## src/rtl/axis_video_pkg.sv

```systemverilog
`default_nettype none
// ============================================================================
// Module  : axis_video_pkg
// Brief   : Pixel-processing mode encodings and default geometry constants.
// Revision: 1.0 - initial release
// ============================================================================
package axis_video_pkg;

    typedef enum logic [1:0] {
        MODE_PASS = 2'd0,
        MODE_INV  = 2'd1,
        MODE_OFS  = 2'd2,
        MODE_THR  = 2'd3
    } mode_e;

    localparam int c_DEFAULT_CW       = 8;
    localparam int c_DEFAULT_CHANNELS = 3;

endpackage
`default_nettype wire

```

## src/rtl/axis_video_pixel_proc_if.sv

```systemverilog
`default_nettype none
// ============================================================================
// Module  : axis_video_pixel_proc_if
// Brief   : AXI4-Stream video bus (tuser = start of frame, tlast = end of line).
// Revision: 1.0 - initial release
// ============================================================================
interface axis_video_pixel_proc_if
    import axis_video_pkg::*;
#(
    parameter int DATA_WIDTH = c_DEFAULT_CW * c_DEFAULT_CHANNELS
) ();

    logic [DATA_WIDTH-1:0] tdata;
    logic                  tvalid;
    logic                  tready;
    logic                  tlast;
    logic                  tuser;

    modport master (output tdata, output tvalid, input tready, output tlast, output tuser);
    modport slave  (input tdata, input tvalid, output tready, input tlast, input tuser);

endinterface
`default_nettype wire

```

## src/rtl/axis_video_chan_op.sv

```systemverilog
`default_nettype none
// ============================================================================
// Module  : axis_video_chan_op
// Brief   : Combinational per-channel pass / invert / offset-clamp / threshold.
// Revision: 1.0 - initial release
// ============================================================================
module axis_video_chan_op
    import axis_video_pkg::*;
#(
    parameter int CW = c_DEFAULT_CW
) (
    input  logic [CW-1:0] i_pix,
    input  mode_e         i_mode,
    input  logic [CW:0]   i_offset,
    input  logic [CW-1:0] i_threshold,
    output logic [CW-1:0] o_pix
);

    logic [CW+1:0] w_sum;

    always_comb begin
        // Two guard bits: bit CW+1 flags a negative result, bit CW an overflow.
        w_sum = {2'b00, i_pix} + {i_offset[CW], i_offset};
        o_pix = i_pix;
        case (i_mode)
            MODE_PASS: o_pix = i_pix;
            MODE_INV:  o_pix = ~i_pix;
            MODE_OFS: begin
                if (w_sum[CW+1])
                    o_pix = '0;
                else if (w_sum[CW])
                    o_pix = '1;
                else
                    o_pix = w_sum[CW-1:0];
            end
            MODE_THR:  o_pix = (i_pix >= i_threshold) ? '1 : '0;
        endcase
    end

endmodule
`default_nettype wire

```

## src/rtl/axis_video_pixel_proc.sv

```systemverilog
`default_nettype none
// ============================================================================
// Module  : axis_video_pixel_proc
// Brief   : Two-stage AXIS pixel processor with frame-latched mode and EOL check.
// Revision: 1.0 - initial release
// ============================================================================
module axis_video_pixel_proc
    import axis_video_pkg::*;
#(
    parameter int CHANNELS    = c_DEFAULT_CHANNELS,
    parameter int CW          = c_DEFAULT_CW,
    parameter int LINE_PIXELS = 640,
    parameter int ERRW        = 16
) (
    input  logic                      clk,
    input  logic                      reset,
    input  logic [1:0]                mode,
    input  logic [CW:0]               offset,
    input  logic [CW-1:0]             threshold,
    axis_video_pixel_proc_if.slave    s_axis,
    axis_video_pixel_proc_if.master   m_axis,
    output logic                      err_eol,
    output logic [ERRW-1:0]           err_count
);

    localparam int DATA_WIDTH = CHANNELS * CW;
    localparam int c_CNT_W    = (LINE_PIXELS > 1) ? $clog2(LINE_PIXELS) : 1;
    localparam logic [c_CNT_W-1:0] c_LAST_PIX = c_CNT_W'(LINE_PIXELS - 1);

    logic                  w_adv;
    logic                  w_accept;
    mode_e                 w_eff_mode;
    logic [CW:0]           w_eff_offset;
    logic [CW-1:0]         w_eff_thr;
    logic [DATA_WIDTH-1:0] w_result;
    logic [c_CNT_W-1:0]    w_cur;
    logic [c_CNT_W-1:0]    w_cnt_nxt;
    logic                  w_at_end;
    logic                  w_err;

    mode_e                 r_mode;
    logic [CW:0]           r_offset;
    logic [CW-1:0]         r_threshold;
    logic                  r_s1_valid;
    logic [DATA_WIDTH-1:0] r_s1_data;
    logic                  r_s1_last;
    logic                  r_s1_user;
    logic                  r_m_valid;
    logic [DATA_WIDTH-1:0] r_m_data;
    logic                  r_m_last;
    logic                  r_m_user;
    logic [c_CNT_W-1:0]    r_pix_cnt;
    logic                  r_err_eol;
    logic [ERRW-1:0]       r_err_count;

    assign w_adv          = !r_m_valid || m_axis.tready;
    assign w_accept       = s_axis.tvalid && w_adv;
    assign s_axis.tready  = w_adv;

    // A start-of-frame beat is itself processed with the settings it latches.
    always_comb begin
        w_eff_mode   = r_mode;
        w_eff_offset = r_offset;
        w_eff_thr    = r_threshold;
        if (s_axis.tuser) begin
            w_eff_mode   = mode_e'(mode);
            w_eff_offset = offset;
            w_eff_thr    = threshold;
        end
    end

    generate
        for (genvar k = 0; k < CHANNELS; k++) begin : g_chan
            axis_video_chan_op #(.CW(CW)) u_chan_op (
                .i_pix       (s_axis.tdata[k*CW +: CW]),
                .i_mode      (w_eff_mode),
                .i_offset    (w_eff_offset),
                .i_threshold (w_eff_thr),
                .o_pix       (w_result[k*CW +: CW])
            );
        end
    endgenerate

    always_comb begin
        w_cur     = s_axis.tuser ? '0 : r_pix_cnt;
        w_at_end  = (w_cur == c_LAST_PIX);
        w_err     = s_axis.tlast ? !w_at_end : w_at_end;
        w_cnt_nxt = (s_axis.tlast || w_at_end) ? '0 : w_cur + 1'b1;
    end

    always_ff @(posedge clk or posedge reset) begin
        if (reset) begin
            r_mode      <= MODE_PASS;
            r_offset    <= '0;
            r_threshold <= '0;
            r_s1_valid  <= 1'b0;
            r_s1_data   <= '0;
            r_s1_last   <= 1'b0;
            r_s1_user   <= 1'b0;
            r_m_valid   <= 1'b0;
            r_m_data    <= '0;
            r_m_last    <= 1'b0;
            r_m_user    <= 1'b0;
            r_pix_cnt   <= '0;
            r_err_eol   <= 1'b0;
            r_err_count <= '0;
        end else begin
            if (w_adv) begin
                r_s1_valid <= s_axis.tvalid;
                r_s1_data  <= w_result;
                r_s1_last  <= s_axis.tlast;
                r_s1_user  <= s_axis.tuser;
                r_m_valid  <= r_s1_valid;
                r_m_data   <= r_s1_data;
                r_m_last   <= r_s1_last;
                r_m_user   <= r_s1_user;
            end
            if (w_accept && s_axis.tuser) begin
                r_mode      <= mode_e'(mode);
                r_offset    <= offset;
                r_threshold <= threshold;
            end
            if (w_accept)
                r_pix_cnt <= w_cnt_nxt;
            r_err_eol <= w_accept && w_err;
            if (w_accept && w_err && (r_err_count != {ERRW{1'b1}}))
                r_err_count <= r_err_count + 1'b1;
        end
    end

    assign m_axis.tvalid = r_m_valid;
    assign m_axis.tdata  = r_m_data;
    assign m_axis.tlast  = r_m_last;
    assign m_axis.tuser  = r_m_user;
    assign err_eol       = r_err_eol;
    assign err_count     = r_err_count;

endmodule
`default_nettype wire

```

## src/flat_wrapper.sv

```systemverilog
// flat-port wrapper written by rule: the top's interface ports become plain ports
module axis_video_pixel_proc_flat import axis_video_pkg::*;
#(
    parameter int CHANNELS    = c_DEFAULT_CHANNELS,
    parameter int CW          = c_DEFAULT_CW,
    parameter int LINE_PIXELS = 640,
    parameter int ERRW        = 16
)
  (clk, reset, mode, offset, threshold, err_eol, err_count, s_axis_tdata, s_axis_tvalid, s_axis_tready, s_axis_tlast, s_axis_tuser, m_axis_tdata, m_axis_tvalid, m_axis_tready, m_axis_tlast, m_axis_tuser);
  axis_video_pixel_proc_if s_axis_i ();
  axis_video_pixel_proc_if m_axis_i ();
  input  logic clk;
  input  logic reset;
  input  logic [1:0] mode;
  input  logic [CW:0] offset;
  input  logic [CW-1:0] threshold;
  output logic err_eol;
  output logic [ERRW-1:0] err_count;
  input wire logic [$bits(s_axis_i.tdata)-1:0] s_axis_tdata;
  input wire logic [$bits(s_axis_i.tvalid)-1:0] s_axis_tvalid;
  output wire logic [$bits(s_axis_i.tready)-1:0] s_axis_tready;
  input wire logic [$bits(s_axis_i.tlast)-1:0] s_axis_tlast;
  input wire logic [$bits(s_axis_i.tuser)-1:0] s_axis_tuser;
  output wire logic [$bits(m_axis_i.tdata)-1:0] m_axis_tdata;
  output wire logic [$bits(m_axis_i.tvalid)-1:0] m_axis_tvalid;
  input wire logic [$bits(m_axis_i.tready)-1:0] m_axis_tready;
  output wire logic [$bits(m_axis_i.tlast)-1:0] m_axis_tlast;
  output wire logic [$bits(m_axis_i.tuser)-1:0] m_axis_tuser;
  assign s_axis_i.tdata = s_axis_tdata;
  assign s_axis_i.tvalid = s_axis_tvalid;
  assign s_axis_tready = s_axis_i.tready;
  assign s_axis_i.tlast = s_axis_tlast;
  assign s_axis_i.tuser = s_axis_tuser;
  assign m_axis_tdata = m_axis_i.tdata;
  assign m_axis_tvalid = m_axis_i.tvalid;
  assign m_axis_i.tready = m_axis_tready;
  assign m_axis_tlast = m_axis_i.tlast;
  assign m_axis_tuser = m_axis_i.tuser;
  axis_video_pixel_proc #(.CHANNELS(CHANNELS), .CW(CW), .LINE_PIXELS(LINE_PIXELS), .ERRW(ERRW)) u_core (.clk(clk), .reset(reset), .mode(mode), .offset(offset), .threshold(threshold), .s_axis(s_axis_i), .m_axis(m_axis_i), .err_eol(err_eol), .err_count(err_count));
endmodule
```

## config.mk

```make
export PLATFORM = sky130hd
export DESIGN_NAME = axis_video_pixel_proc_flat
export DESIGN_NICKNAME = d
export VERILOG_FILES = /design/src/rtl/axis_video_pkg.sv /design/src/rtl/axis_video_pixel_proc_if.sv /design/src/rtl/axis_video_chan_op.sv /design/src/rtl/axis_video_pixel_proc.sv /design/src/flat_wrapper.sv
export SDC_FILE = /design/constraint.sdc
export NUM_CORES = 1
export LEC_CHECK = 0
export ABC_AREA = 1
export CAP_MARGIN = 40
export CORE_MARGIN = 1.5
export CORE_UTILIZATION = 56
export CTS_BUF_LIST = sky130_fd_sc_hd__clkbuf_4 sky130_fd_sc_hd__clkbuf_8 sky130_fd_sc_hd__clkbuf_16
export CTS_CLUSTER_SIZE = 16
export DETAILED_ROUTE_END_ITERATION = 16
export PLACE_DENSITY = 0.77
export SLEW_MARGIN = 0
export SYNTH_ARGS = -nofsm -noshare
export SYNTH_HDL_FRONTEND = slang
export SYNTH_SLANG_ARGS = --single-unit
export TNS_END_PERCENT = 10
```

## constraint.sdc

```tcl
create_clock -name clk -period 4.6 [get_ports clk]
set_clock_uncertainty 0.05 [all_clocks]
set_input_delay 1.15 -clock clk [delete_from_list [all_inputs] [get_ports clk]]
set_output_delay 1.15 -clock clk [all_outputs]
set_load 0.05 [all_outputs]
```

==> results.yml <==
global_route:
  grt_pass1_wl_um: 29370
  antenna_found_initial: 0
  globalRoute.totalOverflow: 0
  grt_max_degree: 66
  grt_usage_pct: 28.45
  grt_pass1_vias: 6074
outcome:
  status: "completed"
yosys:
  ys_types: 35
  synth_fp_nets: 1133
  yosysMostFrequentCell: "nand2_1"
  synth_area_leader_cell: "dfrtp_1"
  yosysSeqAreaShare_pct: 35.52
  synth-edff-count: 0
  synth_top_cell_area_share_pct: 35.52
  ys.flop_type: "dfrtp_1"
  syn_inst: 1030
  synth-seq-cells: 100
  synth_commonest_cells: "nand2_1 (427), inv_1 (123), dfrtp_1 (100)"
  yosysWarningCount: 0
  synthTopCellsByArea: "dfrtp_1 (36%), nand2_1 (23%), ha_1 (9.1%)"
  synth_area_mm2: 0.007046
  syn_avg_cell_area_um2: 6.840
  synth_async_sr_flop_share_pct: 100.0
setup_path:
  critical_path_class: "primary input to flip-flop"
  start_kind: "primary input"
  crit_arrival_ns: 4.19
  cp.required_ns: 4.78
  startpoint: "s_axis_tuser"
  end_kind: "flip-flop"
  rr_startpoint: "u_core.r_pix_cnt[1]$_DFFE_PP0P_"
  critPathMaxFanout: 8
sta:
  tightest_slew_ns: 0.8007
  finalMaxSlewViolations: 0
  rsz0062_at_grt: "false"
  fin_crit_ns: 4.001
  post-route-worst-setup-slack_ns: 0.5989
  fin_crit_sh_pct: 86.98
  finalHoldViolCount: 0
  slew_headroom_pct: 46.62
  fin_setup_tns_ns: 0
  fmaxAchievable_ghz: 0.2499
  setup_viol_count_final: 0
die:
  placementRows: 40
  die-height_um: 115.2
  io-pin-count: 94
  start_util_pct: 57.93
  die_area_mm2: 0.01326
  die_w_um: 115.2
  core_area_mm2: 0.01216
layout:
  area_delta_synth_final_pct: 20.40
  nFillCells: 1093
  drive_above_1_share_pct: 5.742
  antenna_cells: 0
  multi_input_area_mm2: 0.003886
  fin_util_pct: 69.75
  design_area_mm2: 0.008483
  nets: 1230
  register_area_mm2: 0.002502
routing:
  drt.antenna.violating_nets: 0
  num_vias: 6648
  met2_length_um: 8152
  avgViaCountPerCell: 5.114
  drt-total-wl_um: 17500
  first_pass_iters: 5
  wl_met1_um: 8145
  routedWlPerCell_um: 13.46
  maxUsedRoutingLayer: "met4"
  drtIter0Drc: 499
  route.detailed.drc: 0
  wl_met3_um: 935
pwr:
  p_per_area_mw_per_mm2: 408.5
  p_leak_uw: 0.004488
  irDropWorstVdd_mv: 0.3172
placement:
  gp_congestion: 0.9888
  pre_cts_slack_ns: 0.3170
  hpwl_um: 13050
  port_buffers: 93
  place_area_mm2: 0.008199
worst_hold_path:
  hold_path_class: "flip-flop to flip-flop"
  min-delay-start: "u_core.m_axis.tdata[10]$_DFFE_PP0N_"
clocking:
  cts_max_path_buffers: 2
  postCtsSetupRepairBufs: 0
  cts_tree: "done"
  cts-resized-gates: 0
  cts_root_buffer: "clkbuf_16"
  holdBufCountCts: 0
  cts_buffers: 9
  h-tree-depth: 3
  cts.sinks: 100
  cts.clk_slew.worst_paths_ns: 0.07
  clock_latency_ns: 0.36
flow_run:
  maxCapViolations: 0
cells by family (layout without fill, tap and decap cells):
family	count (synthesis)	count (layout)	share of synthesized area, %
multiplexers	1	1	0.1598
AO/OA/AOI/OAI	154	154	11.42
flip-flops	100	100	35.52
buffers and inverters	160	262	9.323
adder cells (fa/ha/maj)	54	54	9.909
XOR/XNOR	25	25	3.108
AND/OR/NAND/NOR	536	536	30.56
placed cells by master (no fill, tap or decap), drive strengths merged, types with 2 or more instances in the layout:
master / count
a21oi: 47
clkdlybuf4s50: 92
xnor2: 14
inv: 131
ha: 51
nor3: 6
o22ai: 6
buf: 25
nand3b: 5
nand3: 34
clkbuf: 9
fa: 3
nor2: 45
nand2: 431
clkinvlp: 3
a21o: 3
or2: 4
o21ai: 98
clkinv: 2
dfrtp: 100
xor2: 11
nand4: 9
worst paths after layout:
kind | slack (ns) | endpoint | cells past startpoint
max in group asynchronous | 2.46 | u_core.r_threshold[0]$_DFFE_PP0P_ | 3
min in group asynchronous | 1.25 | u_core.r_pix_cnt[8]$_DFFE_PP0P_ | 2
hold reg to reg | 0.42 | u_core.m_axis.tdata[10]$_DFFE_PP0N_ | 2
setup reg to reg | 1.87 | u_core.err_count[10]$_DFFE_PP0P_ | 15
hold / removal | 0.42 | u_core.m_axis.tdata[10]$_DFFE_PP0N_ | 2
setup / recovery | 0.60 | u_core.err_count[10]$_DFFE_PP0P_ | 16
layout make-up:
class | instances | share of cell area, %
clock buffer | 9 | 2.655
clock inverter | 7 | 0.6932
inverter | 129 | 5.796
multi-input combinational | 770 | 45.81
sequential | 100 | 29.50
tap | 168 | 2.478
timing repair buffer | 117 | 13.07
per-stage QoR:
stage               std cells  hold slack (ns)  power (uW)
floorplan                1030           0.3698        2270
global placement         1284           0.3816        2716
detailed placement       1284           0.3877        2741
CTS                      1300           0.4233        3480
global route             1300           0.4389        3714
finish                   1300           0.4177        3466
registers in the layout, summed over array words and instances (netlist names), 2 cells and up:
signal,flops
u_core.r_threshold,8
u_core.err_count,16
u_core.r_offset,9
u_core.r_s1_data,24
u_core.m_axis.tdata,24
u_core.r_pix_cnt,10
u_core.r_mode,2
metal layers:
metal	vias up	GRT usage (%)
met5	-	0
met4	0	7.654
met3	19	6.009
met2	192	46.71
met1	2994	38.36
li1	3443	-
power breakdown:
group	switching [uW]	internal [uW]	leakage, uW
clock	355	375	0.000132
sequential	131	1070	0.00124
combinational	999	532	0.00312
total	1490	1980	0.00449
worst max-delay path: stages:
cell and delay (ns):
clkdlybuf4s50_1 0.60, buf_4 0.25, nor2_1 0.18, ha_1 0.23
nand3_1 0.13, nor2_1 0.14, nand3_1 0.14, inv_1 0.08
nand4_1 0.07, ha_1 0.29, inv_1 0.04, nor2_2 0.12
nand2_1 0.18, nor2_1 0.29, nand3_1 0.13, xnor2_1 0.16
Note: power is estimated with default switching activity, not from simulation.
